<file path="src/rtl/word_packer_2slot_pkg.sv">
// Shared constants and helpers for the word_packer_2slot block.
// The optional sticky error is enabled with the WORD_PACKER_2SLOT_ERR_EN macro.
package word_packer_2slot_pkg;

  // Ceiling log2. Never returns less than 1, so the result is always a usable vector width.
  function automatic int clog2(input int value);
    int result;
    result = 0;
    while ((1 << result) < value) result++;
    return (result < 1) ? 1 : result;
  endfunction

  localparam int RATIO_DEF = 2;
  localparam int SLOTS_DEF = 2;
  localparam int LANE_W    = clog2(RATIO_DEF);
  localparam int CRED_W    = clog2(SLOTS_DEF + 1);

  // The downstream FIFO tag is {out_last, out_lanes}, with out_last in the MSB.
  localparam int TAG_W = 1 + LANE_W;

  function automatic int tag_width(input int ratio);
    return 1 + clog2(ratio);
  endfunction

endpackage

</file>
<file path="src/rtl/word_packer_2slot_credit_cnt.sv">
// Saturating credit counter that mirrors the occupancy of the downstream FIFO.
// ovf_o exists only when WORD_PACKER_2SLOT_ERR_EN is defined.
module credit_cnt
  import word_packer_2slot_pkg::*;
#(
  parameter int SLOTS = 2
) (
  input  logic clk,
  input  logic rst_n,
  input  logic srst_i,
  input  logic inc_i,
  input  logic dec_i,
  output logic nonzero_o
`ifdef WORD_PACKER_2SLOT_ERR_EN
  ,
  output logic ovf_o
`endif
);

  localparam int CW = clog2(SLOTS + 1);
  localparam logic [CW-1:0] FULL = CW'(SLOTS);

  logic [CW-1:0] count_q, count_d;

  assign nonzero_o = (count_q != '0);

`ifdef WORD_PACKER_2SLOT_ERR_EN
  assign ovf_o = inc_i && !dec_i && (count_q == FULL);
`endif

  always_comb begin
    // NOTE: every combinational output gets a default first, so no path can infer a latch.
    count_d = count_q;
    if (srst_i) begin
      count_d = FULL;
    end else if (inc_i && !dec_i) begin
      if (count_q != FULL) count_d = count_q + 1'b1;
    end else if (dec_i && !inc_i) begin
      count_d = count_q - 1'b1;
    end
  end

  // NOTE: sequential state uses non-blocking assignments only, so every flop samples pre-edge values.
  always_ff @(posedge clk or negedge rst_n) begin
    if (!rst_n) count_q <= FULL;
    else        count_q <= count_d;
  end

endmodule

</file>
<file path="src/rtl/word_packer_2slot.sv">
// Packs a valid/ready lane stream into wide words for a flagless downstream FIFO.
// The sticky protocol error is built only when WORD_PACKER_2SLOT_ERR_EN is defined.
module word_packer_2slot
  import word_packer_2slot_pkg::*;
#(
  parameter int IN_WIDTH = 8,
  parameter int RATIO    = 2,
  parameter int SLOTS    = 2
) (
  input  logic                      clk,
  input  logic                      rst_n,
  input  logic                      srst,
  input  logic [IN_WIDTH-1:0]       in_data,
  input  logic                      in_valid,
  input  logic                      in_last,
  output logic                      in_ready,
  output logic [IN_WIDTH*RATIO-1:0] out_din,
  output logic                      out_last,
  output logic [clog2(RATIO)-1:0]   out_lanes,
  output logic                      out_wr,
  input  logic                      out_rd,
  output logic                      err
);

  localparam int LW = clog2(RATIO);
  localparam int OW = IN_WIDTH * RATIO;

  logic [LW-1:0]                    lane_q, lane_d, lanes_q, lanes_d, out_lanes_q, out_lanes_d;
  logic                             pend_q, pend_d, last_q, last_d, out_last_q, out_last_d;
  logic                             out_wr_q, out_wr_d;
  logic [RATIO-1:0][IN_WIDTH-1:0]   asm_q, asm_d;
  logic [OW-1:0]                    out_din_q, out_din_d;
  logic                             credit_nz, accept, emit;

  assign in_ready = !srst && (!pend_q || credit_nz);
  assign accept   = in_valid && in_ready;
  assign emit     = pend_q && credit_nz;

`ifdef WORD_PACKER_2SLOT_ERR_EN
  logic ovf;
`endif

  credit_cnt #(.SLOTS(SLOTS)) u_credit (
    .clk       (clk),
    .rst_n     (rst_n),
    .srst_i    (srst),
    .inc_i     (out_rd),
    .dec_i     (emit),
    .nonzero_o (credit_nz)
`ifdef WORD_PACKER_2SLOT_ERR_EN
    ,
    .ovf_o     (ovf)
`endif
  );

  always_comb begin
    lane_d      = lane_q;
    pend_d      = pend_q;
    last_d      = last_q;
    lanes_d     = lanes_q;
    asm_d       = asm_q;
    out_din_d   = out_din_q;
    out_last_d  = out_last_q;
    out_lanes_d = out_lanes_q;
    out_wr_d    = emit;
    // Emission clears the assembly buffer first, so a lane accepted at the same edge lands in a clean word.
    if (emit) begin
      out_din_d   = asm_q;
      out_last_d  = last_q;
      out_lanes_d = lanes_q;
      pend_d      = 1'b0;
      asm_d       = '0;
    end
    if (accept) begin
      asm_d[lane_q] = in_data;
      if (lane_q == LW'(RATIO - 1) || in_last) begin
        pend_d  = 1'b1;
        lane_d  = '0;
        last_d  = in_last;
        lanes_d = lane_q;
      end else begin
        lane_d = lane_q + 1'b1;
      end
    end
    if (srst) begin
      lane_d      = '0;
      pend_d      = 1'b0;
      last_d      = 1'b0;
      lanes_d     = '0;
      asm_d       = '0;
      out_din_d   = '0;
      out_last_d  = 1'b0;
      out_lanes_d = '0;
      out_wr_d    = 1'b0;
    end
  end

  always_ff @(posedge clk or negedge rst_n) begin
    if (!rst_n) begin
      lane_q      <= '0;
      pend_q      <= 1'b0;
      last_q      <= 1'b0;
      lanes_q     <= '0;
      asm_q       <= '0;
      out_din_q   <= '0;
      out_last_q  <= 1'b0;
      out_lanes_q <= '0;
      out_wr_q    <= 1'b0;
    end else begin
      lane_q      <= lane_d;
      pend_q      <= pend_d;
      last_q      <= last_d;
      lanes_q     <= lanes_d;
      asm_q       <= asm_d;
      out_din_q   <= out_din_d;
      out_last_q  <= out_last_d;
      out_lanes_q <= out_lanes_d;
      out_wr_q    <= out_wr_d;
    end
  end

  assign out_din   = out_din_q;
  assign out_last  = out_last_q;
  assign out_lanes = out_lanes_q;
  assign out_wr    = out_wr_q;

`ifdef WORD_PACKER_2SLOT_ERR_EN
  logic err_q, err_d;

  // The mid-word accept term cannot fire because in_ready is low during srst; it is kept as a hook.
  always_comb begin
    err_d = err_q | ovf | (accept && (lane_q != '0) && srst);
    if (srst) err_d = 1'b0;
  end

  always_ff @(posedge clk or negedge rst_n) begin
    if (!rst_n) err_q <= 1'b0;
    else        err_q <= err_d;
  end

  assign err = err_q;
`else
  assign err = 1'b0;
`endif

endmodule

</file>
<file path="config.mk">
export PLATFORM = sky130hd
export DESIGN_NAME = word_packer_2slot
export DESIGN_NICKNAME = d
export VERILOG_FILES = /design/src/rtl/word_packer_2slot_pkg.sv /design/src/rtl/word_packer_2slot_credit_cnt.sv /design/src/rtl/word_packer_2slot.sv
export SDC_FILE = /design/constraint.sdc
export NUM_CORES = 1
export LEC_CHECK = 0
export CORE_MARGIN = 5
export CORE_UTILIZATION = 42
export CTS_CLUSTER_DIAMETER = 100
export CTS_CLUSTER_SIZE = 24
export DETAILED_ROUTE_END_ITERATION = 12
export PLACE_DENSITY_LB_ADDON = 0.25
export SETUP_SLACK_MARGIN = 0.1
export SLEW_MARGIN = 20
export SYNTH_ARGS = -nofsm -noshare
export SYNTH_HDL_FRONTEND = slang
export SYNTH_SLANG_ARGS = --single-unit
</file>
<file path="constraint.sdc">
create_clock -name clk -period 4.1 [get_ports clk]
set_input_delay 1.23 -clock clk [delete_from_list [all_inputs] [get_ports clk]]
set_output_delay 1.23 -clock clk [all_outputs]
set_load 0.02 [all_outputs]
</file>
==> results.md, run 1 <==
- Initial antenna violation count: 0
- CP max FO: 2
- Comb power frac: roughly 10%
- Sw Pwr: ~0.00020 W
- Post-synth top area share: a little over half
- Hold Crit Depth: 2
- Final net count: between 200 and 250
- CP required: about 2.9 ns
- Die width: about 76 um
- Fin crit share: around 89%
- CP max stage delay: between 0.6 and 0.7 ns
- Number of buffers added on ports: 33
- Worst Setup End Kind: output port
- Synth area leaders: dfrtp_1, nand2_1, a21oi_1
- R2r endpoint: asm_q[6]$_DFF_PN0_
- All-Layer GR Usage: between 10 and 15%
- R2R cell count: 3
- N_diodes: 0
- First-pass GRT wire length: around 6400 um
- Type of origin of the critical path: input pin
- HPWL Detailed: between 2000 and 2500 um
- Final worst slack: around 0.43 ns
- Fin crit period: between 3 and 4 ns
- Post-route cell area: 2260 um2
- Slew Viols, Final: 0
- Post-CTS Repair Setup Buffers: 0
- H-tree depth: 2
- Post-synth top area cell: dfrtp_1
- Post-route setup TNS: 0 ns
- CP most frequent cell: clkdlybuf4s50_1
- Hold Path End: out_din[0]$_DFFE_PN0P_
- Fmax: between 200 and 300 MHz
- Most frequent cells in the layout: dfrtp_1, nand2_1, clkdlybuf4s50_1
- Post-CTS Hold Fix Bufs: 0
- Synth Cell Area: around 1800 um2
- Post-DP Area: ~2100 um2
- CTS max path bufs: 2
- Avg WL per Cell: between 10 and 15 um
- Synth Warn #: 0
- CTS tree: built
- Clock Sinks: 41
- Routed WL: between 3000 and 4000 um
- Most common cell after layout, fill and taps aside: dfrtp_1
- Initial Util: approximately 42%
- Slowest cell on crit path: clkdlybuf4s50_1
- Die height: between 70 and 80 um
- Setup WS pre-CTS: roughly 0.41 ns
- Max-cap violations: 0
- Clk network pwr share: 39.4%
- Layout Skew: 0.00596 ns
- Avg Synthesized Cell Area: 10.0 um2
- Die ar.: between 5000 and 6000 um2
- Kind of critical path: in -> out
- Detailed router's first-iteration violation count: between 100 and 150
- CP arrival: 2.44 ns
- Synth unique cells: 30
- Leak pwr: a little over 1 nW
- IO Pins: 35
- Root Buffer: clkbuf_8
- Register-to-register setup slack: between 2 and 2.5 ns
- CTS Buf Count: 5
- Pint: between 0.0006 and 0.0007 W
- Worst-path clk slew: approximately 0.070 ns
- RSZ-0062 raised after global routing: false
- Sequential fraction of the synthesis area: roughly 56%
- Hold path startpoint: asm_q[0]$_DFF_PN0_
- VDD IR max: 0.216 mV
- Worst slew margin: between 30% and 40%
- GRT overflow: 0
- Vias in the first global route: around 1400
- Status: finished, final reports clean
- Syn Nets: about 200
- Area of the core: about 4300 um2
- Pin count of the biggest net entering global routing: 42
- CP Cell Sequence: clkdlybuf4s50_1 > a21oi_1 > clkdlybuf4s50_1
- Flops & latches, synth: roughly 40
- Sequential Power Share: around half
- Row Count: 24
- Final Setup Violations: 0
- Hold Crit Class: reg -> reg
- P per Cell Area: 377 nW/um2
- Hold Vio Cnt, Final: 0
- CTS resizes: 0
- Worst-margin pin slew: ~0.91 ns
- Post-route ant nets: 0
- FF-to-FF Start: u_credit.count_q[0]$_DFFE_PN0P_
- DRC viols: 0
- Worst-Skew Late Latency: 0.29 ns
- Share of cells above drive strength 1: a little over an eighth
- First-pass DRT Iterations: 4
- Vias per inst: around 5.3
- Routability cong.: just over 0.7
- Routed vias: 1395
- Syn Inst Count: ~180
- Area growth, synth to finish: 23.8%
- Switching Share: 23.0%
==> synth_stat cells, drive strengths merged <==
library cell,number
mux2,10
dfstp,1
and3,11
a21oi,24
a22oi,1
buf,11
nand2,37
dfrtp,40
nand3,14
conb,1
or3b,1
and4b,1
nand2b,1
a31oi,1
o21ai,9
and2,1
nor3,1
a31o,3
nor2,5
clkbuf,4
o21a,1
a211o,1
and3b,1
inv,2
==> worst max path at each step <==
| stage | to | startpoint |
|---|---|---|
| 2_1_floorplan | in_ready | srst |
| 3_3_place_gp | in_ready | srst |
| 3_5_place_dp | in_ready | srst |
| 4_1_cts | in_ready | srst |
| 5_1_grt | in_ready | srst |
| 6_report | in_ready | srst |
==> kinds of logic after synthesis <==
family	after synthesis	synth area share, %
simple gates	73	19.3
flops	41	56.3
mux	10	6.59
buf+inv	17	5.42
compound gates	40	12.1
other cells	1	0.206
==> flip-flops by register name (all words and copies together) (netlist names) <==
name and count:
out_last 1, pend_q 1, asm_q 16, u_credit.count_q 2, out_din 16, out_wr 1
lane_q 1, out_lanes 1, lanes_q 1, last_q 1
==> per-stage QoR <==
step | total power [W] | std cells | hold slack (ns) | utilization, %
global route | 0.000880 | 262 | 0.535 | 52.6
CTS | 0.000861 | 262 | 0.520 | 52.6
floorplan | 0.000486 | 182 | 0.489 | -
detailed placement | 0.000524 | 254 | 0.507 | 49.9
global placement | 0.000522 | 254 | 0.505 | 49.9
finish | 0.000850 | 262 | 0.516 | 52.6
==> power by group through the flow <==
stage | registers, W | clock network [W] | logic [W]
after global routing | 0.000432 | 0.000354 | 0.0000941
after global placement | 0.000438 | 0 | 0.0000845
after detailed placement | 0.000438 | 0 | 0.0000857
final | 0.000430 | 0.000335 | 0.0000846
after floorplan | 0.000437 | 0 | 0.0000489
after CTS | 0.000430 | 0.000345 | 0.0000859
==> layout make-up <==
class,instances,area [um2]
fill,392,2040
sequential,41,1030
multi-input combinational,124,701
timing repair buffer,35,340
clock buffer,7,86.3
tap,52,65.1
clock inverter,1,30.0
inverter,2,7.51
==> critical path: cells and delay by family <==
kind | cells | cell delay [ns]
AO/OA/AOI/OAI | 1 | 0.14
buffers and inverters | 2 | 1.06
==> layer usage <==
layer | vias up | part of all wire (%) | wire [um] | track usage, %
met2 | 23 | 49 | 1930 | 24.5
li1 | 673 | - | - | -
met5 | - | 0 | 0 | 0
met1 | 691 | 45 | 1750 | 18.5
met3 | 8 | 3.5 | 138 | 2.90
met4 | 0 | 2.2 | 86 | 6.60
(Power assumes the default switching activity.)
==> inputs of run 2 (changes only) <==
--- a/config.mk
+++ b/config.mk
@@ -11,8 +11,9 @@
 export CTS_CLUSTER_SIZE = 24
 export DETAILED_ROUTE_END_ITERATION = 12
 export PLACE_DENSITY_LB_ADDON = 0.25
+export REMOVE_ABC_BUFFERS = 1
 export SETUP_SLACK_MARGIN = 0.1
-export SLEW_MARGIN = 20
+export SLEW_MARGIN = 0
 export SYNTH_ARGS = -nofsm -noshare
 export SYNTH_HDL_FRONTEND = slang
 export SYNTH_SLANG_ARGS = --single-unit
==> results.md, run 2 (synthesized netlist as in run 1, its figures left out) <==
- Status: finished, final reports clean
- GRT overflow: 0 (unchanged)
- Root Buffer: clkbuf_8
- Finished Core Util: 52.6% (unchanged)
- Fmax: 277 MHz (+1.6%)
- FF-to-FF Start: u_credit.count_q[0]$_DFFE_PN0P_
- Vias per inst: 5.24 (-1.5%)
- CP arrival: 2.38 ns (-0.06 ns)
- Die height: 75.9 um (unchanged)
- Worst Setup SP: srst
- Routability cong.: 0.715 (-0.28%)
- Number of buffers added on ports: 33 (unchanged)
- CTS Buf Count: 5 (unchanged)
- Post-route setup TNS: 0 ns (unchanged)
- IO Pins: 35 (unchanged)
- Routed vias: 1374 (-1.5%)
- P per Cell Area: 376 nW/um2 (about the same)
- Layout Skew: 0.00687 ns (+0.000904 ns)
- CTS resizes: 0 (unchanged)
- Leak pwr: 1.01 nW (unchanged)
- Most frequent cells in the layout: dfrtp_1, nand2_1, clkdlybuf4s50_1
- Setup WS pre-CTS: 0.481 ns (+0.0719 ns)
- Initial Util: 42.5% (unchanged)
- Max-cap violations: 0 (unchanged)
- Die ar.: 5760 um2 (unchanged)
- All-Layer GR Usage: 14.5% (-0.21 points)
- CP Capture Point: in_ready
- Worst slew margin: 39.8% (+0.34 points)
- CTS max path bufs: 2 (unchanged)
- Hold Vio Cnt, Final: 0 (unchanged)
- Share of cells above drive strength 1: 13.3% (unchanged)
- RSZ-0062 raised after global routing: false
- Fin crit period: 3.61 ns (-0.0590 ns)
- Worst-path clk slew: 0.07 ns (about the same)
- Detailed router's first-iteration violation count: 53 (-54%)
- Worst Setup End Kind: output port
- Final worst slack: 0.493 ns (+0.0590 ns)
- Worst-margin pin slew: 0.903 ns (-0.00508 ns)
- VDD IR max: 0.252 mV (+16%)
- Final net count: 223 (unchanged)
- CP required: 2.87 ns (about the same)
- Clock Sinks: 41 (unchanged)
- Post-CTS Repair Setup Buffers: 0 (unchanged)
- Area growth, synth to finish: 23.8% (unchanged)
- R2r endpoint: asm_q[2]$_DFF_PN0_
- Min Hold Slack: 0.516 ns (-0.000645 ns)
- Slew Viols, Final: 0 (unchanged)
- CP max FO: 2 (unchanged)
- First-pass DRT Iterations: 4 (unchanged)
- Row Count: 24 (unchanged)
- Fin crit share: 88.0% (-1.4 points)
- Area of the core: 4290 um2 (unchanged)
- Vias in the first global route: 1298 (-4.4%)
- R2R cell count: 3 (unchanged)
- N_diodes: 0 (unchanged)
- Register-to-register setup slack: 2.37 ns (about the same)
- Post-CTS Hold Fix Bufs: 0 (unchanged)
- First-pass GRT wire length: 6170 um (-3.4%)
- Initial antenna violation count: 0 (unchanged)
- Final Setup Violations: 0 (unchanged)
- H-tree depth: 2 (unchanged)
- Post-route ant nets: 0 (unchanged)
- Hold Crit Class: reg -> reg
- Most common cell after layout, fill and taps aside: dfrtp_1
- Die width: 75.9 um (unchanged)
- DRC viols: 0 (unchanged)
- CTS tree: built
- Worst-Skew Late Latency: 0.30 ns (about the same)
- Pin count of the biggest net entering global routing: 42 (unchanged)
- Type of origin of the critical path: input pin
- Total power: 0.000850 W (about the same)
- Avg WL per Cell: 14.6 um (-1.9%)
- Kind of critical path: in -> out
- HPWL Detailed: 2420 um (-1.7%)
- Routed WL: 3830 um (-1.9%)
run 2: power breakdown:
group | internal, W | switching [W]
clock | 0.000198 | 0.000137
sequential | 0.000419 | 0.0000107
combinational | 0.0000366 | 0.0000473
run 2: worst min-delay path by stage:
stage                             startpoint                      to  slack (ns)  cells after the start
after floorplan           asm_q[6]$_DFF_PN0_  out_din[6]$_DFFE_PN0P_        0.49                      2
after global placement    asm_q[2]$_DFF_PN0_  out_din[2]$_DFFE_PN0P_        0.50                      2
final                     asm_q[2]$_DFF_PN0_  out_din[2]$_DFFE_PN0P_        0.52                      2
after detailed placement  asm_q[2]$_DFF_PN0_  out_din[2]$_DFFE_PN0P_        0.51                      2
after CTS                 asm_q[2]$_DFF_PN0_  out_din[2]$_DFFE_PN0P_        0.52                      2
after global routing      asm_q[4]$_DFF_PN0_  out_din[4]$_DFFE_PN0P_        0.53                      2
run 2: per-stage QoR:
step | area, um2 | std cells
floorplan | 1730 | 167
global placement | 2140 | 254
detailed placement | 2140 | 254
CTS | 2260 | 262
global route | 2260 | 262
finish | 2260 | 262
run 2: metal layers:
layer	track usage, %	vias to the layer above	routed length [um]
met3	4.09	5	207
met1	18.4	665	1730
met5	0	-	0
met2	23.2	31	1820
li1	-	673	-
met4	6.41	0	76
run 2: area by class of cell:
type	instances	area, um2
timing repair buffer	35	340
fill	413	2040
clock inverter	1	30.0
multi-input combinational	124	701
sequential	41	1030
clock buffer	7	86.3
tap	52	65.1
inverter	2	7.51
run 2: critical path, stage by stage:
cell,delay (ns)
clkdlybuf4s50_1,0.42
a21oi_1,0.11
clkdlybuf4s50_1,0.61
